[config.mk]
export PLATFORM = sky130hd
export DESIGN_NAME = alu_issue_ctrl
export DESIGN_NICKNAME = d
export VERILOG_FILES = /design/src/rtl/alu_pkg.sv /design/src/rtl/alu_issue_ctrl_sat_counter.sv /design/src/rtl/alu_issue_ctrl.sv
export SDC_FILE = /design/constraint.sdc
export NUM_CORES = 1
export LEC_CHECK = 0
export BUFFER_PORTS_ARGS = -buffer_cell sky130_fd_sc_hd__buf_2
export CAP_MARGIN = 20
export CORE_ASPECT_RATIO = 0.6
export CORE_MARGIN = 5
export CORE_UTILIZATION = 40
export CTS_CLUSTER_SIZE = 8
export DETAILED_ROUTE_END_ITERATION = 7
export GPL_TIMING_DRIVEN = 0
export PLACE_DENSITY_LB_ADDON = 0.05
export RECOVER_POWER = 25
export SYNTH_ARGS = -nofsm -noshare
export SYNTH_HDL_FRONTEND = slang
export SYNTH_SLANG_ARGS = --single-unit
[constraint.sdc]
create_clock -name clk -period 5.5 [get_ports clk]
set_clock_uncertainty 0.15 [all_clocks]
set_input_delay 0.275 -clock clk [delete_from_list [all_inputs] [get_ports clk]]
set_output_delay 0.275 -clock clk [all_outputs]
set_load 0.1 [all_outputs]
[src/rtl/alu_pkg.sv]
// Shared ALU definitions: opcodes, flag positions, issue FSM encoding and a
// behavioural ALU evaluation function used by the ALU and its controllers.
package alu_pkg;

    localparam int ALU_WIDTH = 8;

    localparam logic [3:0] OP_INVALID   = 4'd0;
    localparam logic [3:0] OP_ADD       = 4'd1;
    localparam logic [3:0] OP_ADD_CARRY = 4'd2;
    localparam logic [3:0] OP_SUB       = 4'd3;
    localparam logic [3:0] OP_INC       = 4'd4;
    localparam logic [3:0] OP_DEC       = 4'd5;
    localparam logic [3:0] OP_AND       = 4'd6;
    localparam logic [3:0] OP_NOT       = 4'd7;
    localparam logic [3:0] OP_RL        = 4'd8;
    localparam logic [3:0] OP_RR        = 4'd9;

    localparam int FLAG_COUT    = 0;
    localparam int FLAG_BORROW  = 1;
    localparam int FLAG_ZERO    = 2;
    localparam int FLAG_PARITY  = 3;
    localparam int FLAG_INVALID = 4;

    // Flag word reported for any rejected opcode: only the invalid bit set.
    localparam logic [4:0] FLAGS_INVALID_ONLY = 5'b10000;

    typedef enum logic [1:0] {
        ST_IDLE = 2'd0,
        ST_EXEC = 2'd1,
        ST_DONE = 2'd2
    } issue_state_t;

    typedef struct packed {
        logic [ALU_WIDTH-1:0] y;
        logic                 cout;
        logic                 borrow;
        logic                 zero;
        logic                 parity;
        logic                 invalid;
    } alu_res_t;

    function automatic logic opcode_is_valid(input logic [3:0] op);
        return (op != OP_INVALID) && (op <= OP_RR);
    endfunction

    function automatic alu_res_t alu_eval(input logic [3:0]           op,
                                          input logic [ALU_WIDTH-1:0] a,
                                          input logic [ALU_WIDTH-1:0] b,
                                          input logic                 cin);
        alu_res_t             r;
        logic [ALU_WIDTH:0]   wide;
        logic [ALU_WIDTH:0]   one;
        r    = '0;
        wide = '0;
        one  = {{ALU_WIDTH{1'b0}}, 1'b1};
        case (op)
            OP_ADD: begin
                wide     = {1'b0, a} + {1'b0, b};
                r.y      = wide[ALU_WIDTH-1:0];
                r.cout   = wide[ALU_WIDTH];
            end
            OP_ADD_CARRY: begin
                wide     = {1'b0, a} + {1'b0, b} + {{ALU_WIDTH{1'b0}}, cin};
                r.y      = wide[ALU_WIDTH-1:0];
                r.cout   = wide[ALU_WIDTH];
            end
            OP_SUB: begin
                wide     = {1'b0, a} - {1'b0, b};
                r.y      = wide[ALU_WIDTH-1:0];
                r.borrow = wide[ALU_WIDTH];
            end
            OP_INC: begin
                wide     = {1'b0, a} + one;
                r.y      = wide[ALU_WIDTH-1:0];
                r.cout   = wide[ALU_WIDTH];
            end
            OP_DEC: begin
                wide     = {1'b0, a} - one;
                r.y      = wide[ALU_WIDTH-1:0];
                r.borrow = wide[ALU_WIDTH];
            end
            OP_AND:  r.y = a & b;
            OP_NOT:  r.y = ~a;
            OP_RL:   r.y = {a[ALU_WIDTH-2:0], a[ALU_WIDTH-1]};
            OP_RR:   r.y = {a[0], a[ALU_WIDTH-1:1]};
            default: r.invalid = 1'b1;
        endcase
        r.zero   = (r.y == '0);
        r.parity = ^r.y;
        return r;
    endfunction

endpackage

[src/rtl/alu_issue_ctrl_sat_counter.sv]
// Saturating up-counter: sticks at all-ones instead of wrapping.
module sat_counter #(
    parameter int WIDTH = 16
) (
    input  logic             clk,
    input  logic             rst,
    input  logic             inc,
    output logic [WIDTH-1:0] count
);

    // Increment on request unless already saturated.
    always_ff @(posedge clk or posedge rst) begin
        if (rst) begin
            count <= '0;
        end else if (inc && (count != {WIDTH{1'b1}})) begin
            count <= count + {{(WIDTH-1){1'b0}}, 1'b1};
        end
    end

endmodule

[src/rtl/alu_issue_ctrl.sv]
// Issue/retire controller wrapped around a combinational ALU: registers the
// ALU drives at accept, captures the ALU outputs one cycle later, and holds
// the result for a valid/ready consumer. Keeps accumulator, carry and
// saturating retire counters.
//
// state   | meaning
// IDLE    | no op in flight, ready to accept
// EXEC    | ALU drives registered, ALU settling; capture on next edge
// DONE    | result held on out_*, waiting for out_ready
module alu_issue_ctrl
    import alu_pkg::*;
#(
    parameter int BUS_WIDTH = 8,
    parameter int CNT_WIDTH = 16
) (
    input  logic                 clk,
    input  logic                 rst,
    input  logic                 in_valid,
    output logic                 in_ready,
    input  logic [3:0]           in_opcode,
    input  logic [BUS_WIDTH-1:0] in_a,
    input  logic [BUS_WIDTH-1:0] in_b,
    input  logic                 in_use_acc,
    output logic [3:0]           alu_opcode,
    output logic [BUS_WIDTH-1:0] alu_a,
    output logic [BUS_WIDTH-1:0] alu_b,
    output logic                 alu_cin,
    input  logic [BUS_WIDTH-1:0] alu_y,
    input  logic                 alu_cout,
    input  logic                 alu_borrow,
    input  logic                 alu_zero,
    input  logic                 alu_parity,
    input  logic                 alu_invalid_op,
    output logic                 out_valid,
    input  logic                 out_ready,
    output logic [BUS_WIDTH-1:0] out_y,
    output logic [4:0]           out_flags,
    output logic [BUS_WIDTH-1:0] acc,
    output logic                 carry_flag,
    output logic [CNT_WIDTH-1:0] op_count,
    output logic [CNT_WIDTH-1:0] err_count
);

    issue_state_t state;
    logic         accept;
    logic         op_bad;
    logic         retire_ok;
    logic         retire_err;
    logic [4:0]   alu_flags;

    assign in_ready = (state == ST_IDLE) || ((state == ST_DONE) && out_ready);
    assign accept   = in_valid && in_ready;

    // The ALU's own invalid flag is OR'd with a local decode so an ALU that
    // silently treats a reserved opcode as a no-op still gets rejected here.
    assign op_bad     = alu_invalid_op || !opcode_is_valid(alu_opcode);
    assign retire_ok  = (state == ST_EXEC) && !op_bad;
    assign retire_err = (state == ST_EXEC) && op_bad;

    // Pack ALU flag inputs into the out_flags bit order.
    always_comb begin
        alu_flags               = '0;
        alu_flags[FLAG_COUT]    = alu_cout;
        alu_flags[FLAG_BORROW]  = alu_borrow;
        alu_flags[FLAG_ZERO]    = alu_zero;
        alu_flags[FLAG_PARITY]  = alu_parity;
        alu_flags[FLAG_INVALID] = alu_invalid_op;
    end

    // Issue FSM: registers ALU drives at accept, captures result in EXEC,
    // holds it in DONE until the consumer takes it.
    always_ff @(posedge clk or posedge rst) begin
        if (rst) begin
            state      <= ST_IDLE;
            alu_opcode <= '0;
            alu_a      <= '0;
            alu_b      <= '0;
            alu_cin    <= 1'b0;
            out_valid  <= 1'b0;
            out_y      <= '0;
            out_flags  <= '0;
            acc        <= '0;
            carry_flag <= 1'b0;
        end else begin
            if (accept) begin
                alu_opcode <= in_opcode;
                alu_a      <= in_use_acc ? acc : in_a;
                alu_b      <= in_b;
                alu_cin    <= (in_opcode == OP_ADD_CARRY) ? carry_flag : 1'b0;
            end
            unique case (state)
                ST_IDLE: begin
                    if (accept) begin
                        state <= ST_EXEC;
                    end
                end
                ST_EXEC: begin
                    out_valid <= 1'b1;
                    state     <= ST_DONE;
                    if (op_bad) begin
                        out_y     <= '0;
                        out_flags <= FLAGS_INVALID_ONLY;
                    end else begin
                        out_y     <= alu_y;
                        out_flags <= alu_flags;
                        acc       <= alu_y;
                        if ((alu_opcode == OP_ADD) || (alu_opcode == OP_ADD_CARRY)) begin
                            carry_flag <= alu_cout;
                        end
                    end
                end
                ST_DONE: begin
                    if (out_ready) begin
                        out_valid <= 1'b0;
                        state     <= accept ? ST_EXEC : ST_IDLE;
                    end
                end
                default: begin
                    state     <= ST_IDLE;
                    out_valid <= 1'b0;
                end
            endcase
        end
    end

    sat_counter #(.WIDTH(CNT_WIDTH)) u_op_count (
        .clk   (clk),
        .rst   (rst),
        .inc   (retire_ok),
        .count (op_count)
    );

    sat_counter #(.WIDTH(CNT_WIDTH)) u_err_count (
        .clk   (clk),
        .rst   (rst),
        .inc   (retire_err),
        .count (err_count)
    );

endmodule

==> run_results.csv, run 1 <==
group,metric,value,unit
sta,worstMarginPinSlew,1850,ps
sta,finalMaxSlewViolations,41,
synthesis,syn_area_per_cell,11.1,um2
setup_path,worstPathMaxFanout,9,
clocking,cts_tree,"built",
layout,layout_common_cells,"buf_2, dfrtp_1, nand2_1",
global_route,grt_max_degree,42,
setup_path,arrival,2510,ps
drt,vias,2850,
synthesis,synth_cells,312,
power_and_ir_drop,leakage,2.24,nW
floorplanning,die_area,0.0107,mm2
clocking,htree_levels,3,
synthesis,yosysSeqAreaShare,56.4,%
setup_path,cp-startpoint,"u_err_count.count[0]$_DFFE_PP0P_",
clocking,clockBufferDepth,2,
power_and_ir_drop,cellInternalPower,1.31,mW
setup_path,cp_num_buf_inv,0,
drt,routed_wl,9090,um
sta,tns,0,ps
clocking,post_cts_resize_count,0,
floorplanning,die_height,82.1,um
run,cap_violations,1,
synthesis,yosys_warnings,0,
power_and_ir_drop,powerDensity,644,mW/mm2
clocking,cts_buffers,9,
synthesis,ys_ff_latch,78,
setup_path,reg2reg_depth,5,
setup_path,r2r_end,"u_err_count.count[1]$_DFFE_PP0P_",
synthesis,synth.distinct_cells,42,
sta,rsz0062_at_grt,"no",
place,port_buffers,113,
floorplanning,die_x,130,um
layout,fin_nets,481,
floorplanning,start_util,40.8,%
power_and_ir_drop,p_seq_share,29.0,%
layout,n_antenna_cell,0,
clocking,clock-sinks,78,
global_route,grtUsageTotal,17.5,%
setup_path,r2r_start,"u_err_count.count[0]$_DFFE_PP0P_",
power_and_ir_drop,p_clk_share,20.8,%
global_route,grt_pass1_wl,14300,um
sta,relSlewSlack,-24.3,%
global_route,antenna_found_initial,0,
setup_path,cpMaxStageDelayCell,"nor4b_2",
sta,finalSetupViolCount,0,
synthesis,ys_dominant_reg_cell,"dfrtp_1",
synthesis,ys_async_sr_fraction,100,%
clocking,clk-insertion-delay-late,330,ps
hold_path,worst_hold_path.num_cells,3,
sta,max_freq,409,MHz
floorplanning,ios,115,
setup_path,worstPathRequired,5560,ps
layout,drive_above_1_share,35.0,%
setup_path,path_cells,"ha_1 -> nand4_1 -> nor4b_2 -> nor3_1 -> mux2_1",
global_route,grt_pass1_vias,2738,
synthesis,synthesis.nets,352,
outcome,violations,"max-capacitance violations, max-slew violations",
sta,fin_crit,2450,ps
synthesis,synth_top_area_cell,"dfrtp_1",
setup_path,cp-end-kind,"register",
global_route,gr-total-overflow,0,
drt,viasPerCell,5.11,
drt,drc_errors,0,
synthesis,synth_edf_count,0,
synthesis,yosys-top-cells-area,"dfrtp_1, mux2_2, nand2_1",
sta,fin_hold_ws,13.9,ps
hold_path,hold_path_class,"input port to register",
setup_path,worstSetupPathType,"register to register",
power_and_ir_drop,combPwrFrac,50.2,%
synthesis,yosysTopAreaCellShare,56.4,%
place,gp_congestion,0.828,
drt,post_drt_wl_per_cell,16.3,um
setup_path,slowest_delay,810,ps
setup_path,start_kind,"register",
power_and_ir_drop,switching_share,55.2,%
power_and_ir_drop,switchingPower,1.61,mW
setup_path,ff2ff_setup_slack,3050,ps
drt,dr.first_iter.drc_count,177,
floorplanning,rows,26,
layout,stdcell_area,0.00454,mm2
place,postPlaceCellArea,0.00419,mm2
floorplanning,coreArea,0.00849,mm2
layout,layout_commonest_cell,"buf_2",
layout,nFillCells,777,
setup_path,cpLargestDelayFamily,"simple AND/OR/NAND/NOR gates",
clocking,clk_pin_slew,60,ps
outcome,run_status,"finished with violations",
synthesis,synth.cell_area,0.00346,mm2
drt,firstDrtPassIters,6,
power_and_ir_drop,vdd_drop_max,360,uV
hold_path,worstHoldStart,"alu_y[2]",
clocking,cts_root_buf,"clkbuf_16",
drt,antenna_left,0,
layout,syn_to_final_growth,31.1,%
hold_path,whs_endpoint,"acc[2]$_DFFE_PP0P_",
sta,period_share,44.5,%
place,dp_hpwl,6740,um
sta,hold_viol_final,0,
[sequential cells by signal, summed over array words and instances, names as in the netlist]
signal / cells
acc: 8
alu_a: 8
alu_b: 8
alu_cin: 1
alu_opcode: 4
carry_flag: 1
out_flags: 5
out_valid: 1
out_y: 8
state: 2
u_err_count.count: 16
u_op_count.count: 16
[synthesized netlist by cell type, types with 2 or more instances]
| cell type | n |
|---|---|
| nor4b_1 | 3 |
| buf_2 | 5 |
| mux2i_1 | 8 |
| and3_1 | 2 |
| xor2_1 | 18 |
| nor4_1 | 9 |
| nor2_1 | 13 |
| clkbuf_1 | 8 |
| and2_1 | 2 |
| mux2_2 | 17 |
| dfrtp_1 | 78 |
| nand2_1 | 46 |
| nand4_1 | 8 |
| inv_1 | 9 |
| ha_1 | 2 |
| a22o_1 | 8 |
| and4_1 | 3 |
| nor3_1 | 5 |
| o21ai_0 | 7 |
| a21oi_1 | 11 |
| xnor2_1 | 9 |
| a2111oi_0 | 5 |
| nand3_1 | 12 |
| nand2b_1 | 2 |
| a211oi_1 | 4 |
| o21a_1 | 2 |
[metal layers]
layer  part of all wire, %  wire (um)  vias to the layer above  GRT usage, %
met5                     0          0                        -             0
met4                  0.59         54                        0          4.05
met3                   9.8        890                        6          6.30
met2                    38       3440                      110          22.9
met1                    52       4710                     1362          26.9
li1                      -          -                     1372             -
[power groups by stage]
stage	Combinational [mW]	Clock (mW)	Sequential, mW
final	1.47	0.609	0.848
after global routing	1.52	0.649	0.870
after CTS	1.48	0.624	0.847
after detailed placement	1.47	0	0.855
after global placement	1.46	0	0.853
after floorplan	0.218	0	1.85
[worst reg2reg max path, cell delays in order (launching register included)]
cell and delay, ps:
dfrtp_1 420, ha_1 230, nand4_1 200, nor4b_2 820, nor3_1 170, mux2_1 350
[worst max path at each step]
stage / endpoint / slack, ps / cells after the start
2_1_floorplan: u_err_count.count[1]$_DFFE_PP0P_ / 2740 / 5
3_3_place_gp: alu_a[6]$_DFFE_PP0P_ / 2000 / 2
3_5_place_dp: u_err_count.count[1]$_DFFE_PP0P_ / 3100 / 5
4_1_cts: u_err_count.count[1]$_DFFE_PP0P_ / 3080 / 5
5_1_grt: u_err_count.count[1]$_DFFE_PP0P_ / 2910 / 5
6_report: u_err_count.count[1]$_DFFE_PP0P_ / 3050 / 5
[cell families after synthesis]
family	share of synthesized area, %
muxes	8.16
buffers and inverters	2.67
xor gates and xnor gates	6.83
adders and majority gates	0.722
AOI/OAI and AO/OA	8.63
and+or+nand+nor	16.6
DFF	56.4
[area by class of cell]
type / count / area, um2 / area share (%)
flip-flops and latches: 78 / 1950 / 43.0
multi-input cells: 211 / 1420 / 31.2
repair buffers: 118 / 626 / 13.8
clock buffers: 11 / 253 / 5.57
well taps: 112 / 140 / 3.09
plain buffers: 14 / 58.8 / 1.30
clock inverters: 5 / 57.6 / 1.27
inverters: 9 / 35.0 / 0.772
[per-stage QoR]
step / setup WS [ps] / power (mW) / util (%) / cells
5_1_grt: 2910 / 3.04 / 53.5 / 558
6_report: 3050 / 2.92 / 53.5 / 558
4_1_cts: 3080 / 2.95 / 53.5 / 558
3_5_place_dp: 3100 / 2.33 / 49.4 / 538
3_3_place_gp: 2000 / 2.31 / 49.1 / 537
2_1_floorplan: 2740 / 2.06 / - / 312
[repair_timing]
action / 4_1_cts / 5_1_grt
setup buffers: 0 / 0
hold buffers: 4 / 0
endpoints found under the setup margin: 0 / 0
endpoints found under the hold margin: 43 / 0
Note: power is estimated with default switching activity, not from simulation.
==> run 2, diff against run 1 <==
==> constraint.sdc (replaced) <==
create_clock -name clk -period 2.2 [get_ports clk]
set_clock_uncertainty 0.15 [all_clocks]
set_input_delay 0.11 -clock clk [delete_from_list [all_inputs] [get_ports clk]]
set_output_delay 0.11 -clock clk [all_outputs]
set_load 0.1 [all_outputs]
==> run 2 against run 1 <==
  * The flow now finishes without violations
  * Register-to-register slack worse by 3000 ps
  * Sequential power grew to 2.6 times the previous value
  * Non-clock buffer count is 35 higher
  * Global-route usage grew 1.1 points
  * Setup slack worse by 3000 ps
  * Clock power rose by 150%
  * Maximum frequency is 15% higher
  * Largest cell class unchanged
  * Largest power group unchanged
==> run_results.csv, run 2 (synthesis gave the netlist of run 1 again) <==
group,metric,value,unit
outcome,run_status,"completed",
sta,finalWorstSetupSlack,63.4,ps
setup_path,cpLargestDelayFamily,"simple AND/OR/NAND/NOR gates",
layout,drive_above_1_share,42.6,%
power_and_ir_drop,leakage,2.38,nW
power_and_ir_drop,total_power,7.45,mW
sta,relSlewSlack,48.7,%
sta,worstMarginPinSlew,770,ps
hold_path,worstHoldStart,"in_valid",
clocking,clk-insertion-delay-late,330,ps
clocking,htree_levels,3,
drt,vias,2954,
drt,routed_wl,9650,um
clocking,cts_root_buf,"clkbuf_16",
sta,max_freq,468,MHz
power_and_ir_drop,combPwrFrac,50.4,%
drt,viasPerCell,4.98,
setup_path,r2r_start,"state[1]$_DFFE_PP0P_",
run,cap_violations,0,
power_and_ir_drop,p_clk_share,20.3,%
power_and_ir_drop,p_seq_share,29.3,%
global_route,gr-total-overflow,0,
setup_path,slowest_delay,580,ps
floorplanning,rows,26,
clocking,clock-sinks,78,
power_and_ir_drop,switching_share,54.6,%
place,dp_slack,-59.0,ps
floorplanning,die_x,130,um
floorplanning,start_util,40.8,%
setup_path,cp_num_buf_inv,1,
power_and_ir_drop,powerDensity,1490,mW/mm2
sta,rsz0062_at_grt,"no",
setup_path,cp-end-kind,"register",
layout,n_antenna_cell,0,
floorplanning,ios,115,
global_route,grtUsageTotal,18.5,%
setup_path,worstPathMaxFanout,7,
power_and_ir_drop,cellInternalPower,3.38,mW
layout,layout_common_cells,"buf_2, nand2_1, dfrtp_1",
power_and_ir_drop,switchingPower,4.07,mW
sta,finalSetupViolCount,0,
layout,layout_commonest_cell,"buf_2",
drt,drc_errors,0,
clocking,clockBufferDepth,2,
place,port_buffers,113,
floorplanning,coreArea,0.00849,mm2
layout,top_regs,"u_err_count.count: 16 flops, u_op_count.count: 16 flops",
setup_path,cpMaxStageDelayCell,"or4_4",
setup_path,path_cells,"nand2b_1 -> buf_2 -> or4_4 -> nor4_1 -> xor2_1",
global_route,grt_pass1_vias,2871,
global_route,antenna_found_initial,0,
setup_path,arrival,2240,ps
place,dp_hpwl,6920,um
sta,period_share,97.1,%
clocking,cts_buffers,9,
sta,finalMaxSlewViolations,0,
sta,hold_viol_final,0,
global_route,grt_max_degree,40,
hold_path,hold_path_class,"input port to register",
setup_path,cp-startpoint,"state[1]$_DFFE_PP0P_",
drt,post_drt_wl_per_cell,16.3,um
floorplanning,die_height,82.1,um
power_and_ir_drop,vdd_drop_max,697,uV
global_route,grt_pass1_wl,15100,um
place,gp_congestion,0.819,
setup_path,worstSetupPathType,"register to register",
sta,fin_crit,2140,ps
drt,antenna_left,0,
drt,dr.first_iter.drc_count,121,
floorplanning,die_area,0.0107,mm2
clocking,cts_tree,"built",
layout,fin_nets,516,
clocking,clk_pin_slew,60,ps
drt,firstDrtPassIters,5,
setup_path,worstPathRequired,2300,ps
setup_path,start_kind,"register",
layout,syn_to_final_growth,44.7,%
-- run 2: changes by cell type in the layout (fill, tap and decap cells not counted), moves of 4 or more --
cell           delta
buf_4             +4
dfrtp_4           +7
a2111oi_1         +4
dlygate4sd3_1    +30
a2111oi_0         -5
dfrtp_1          -32
dfrtp_2          +25
-- run 2: cell type report --
| type | count | area, um2 |
|---|---|---|
| timing repair buffer | 153 | 961 |
| buffer | 14 | 61.3 |
| fill | 698 | 3480 |
| inverter | 9 | 35.0 |
| tap | 112 | 140 |
| clock buffer | 11 | 253 |
| clock inverter | 5 | 57.6 |
| multi-input combinational | 211 | 1500 |
| sequential | 78 | 2010 |
-- run 2: what timing repair did --
item / in CTS / in global routing
pin swaps: 0 / 2
gates cloned: 0 / 0
setup buffers: 0 / 4
hold buffers: 34 / 0
gates resized for setup: 2 / 15
setup endpoints to repair: 14 / 26
hold endpoints to repair: 83 / 0
-- run 2: routing by layer --
metal  global-route usage, %  wire, um  up-vias
li1                        -         -     1444
met1                    27.3      4860     1396
met2                    26.5      3940      106
met3                    5.85       794        8
met4                    4.25        65        0
met5                       0         0        -
-- run 2: final timing paths --
check | to | slack, ps | cells after the start
max | u_err_count.count[14]$_DFFE_PP0P_ | 60 | 5
min reg2reg | out_valid$_DFFE_PP0P_ | 320 | 1
min in group asynchronous | u_err_count.count[7]$_DFFE_PP0P_ | 210 | 3
min | alu_opcode[3]$_DFFE_PP0P_ | 110 | 4
max reg2reg | u_err_count.count[14]$_DFFE_PP0P_ | 60 | 5
max in group asynchronous | u_op_count.count[1]$_DFFE_PP0P_ | 380 | 5
-- run 2: worst reg2reg max path, delay by kind of cell, from the launching register on --
| kind | cells | cell delay [ps] |
|---|---|---|
| DFF | 1 | 480 |
| buffers and inverters | 1 | 170 |
| xor gates and xnor gates | 1 | 180 |
| and+or+nand+nor | 3 | 1070 |
-- run 2: power groups by stage --
stage               combinational, mW  sequential (mW)  clock [mW]
CTS                              3.76             2.17        1.55
detailed placement               3.71             2.20           0
global route                     3.89             2.24        1.62
floorplan                       0.554             4.67           0
global placement                 3.67             2.19           0
finish                           3.75             2.18        1.51
-- run 2: through the flow --
step / util, % / TNS [ps] / hold slack [ps] / cells / cell area [um2]
floorplan: - / -145 / 65.4 / 312 / 3550
global placement: 50.1 / -94.8 / 171 / 537 / 4260
detailed placement: 50.6 / -279 / -49.3 / 539 / 4300
CTS: 58.4 / -75.6 / 101 / 589 / 4950
global route: 59.0 / 0 / 129 / 593 / 5010
finish: 59.0 / 0 / 107 / 593 / 5010
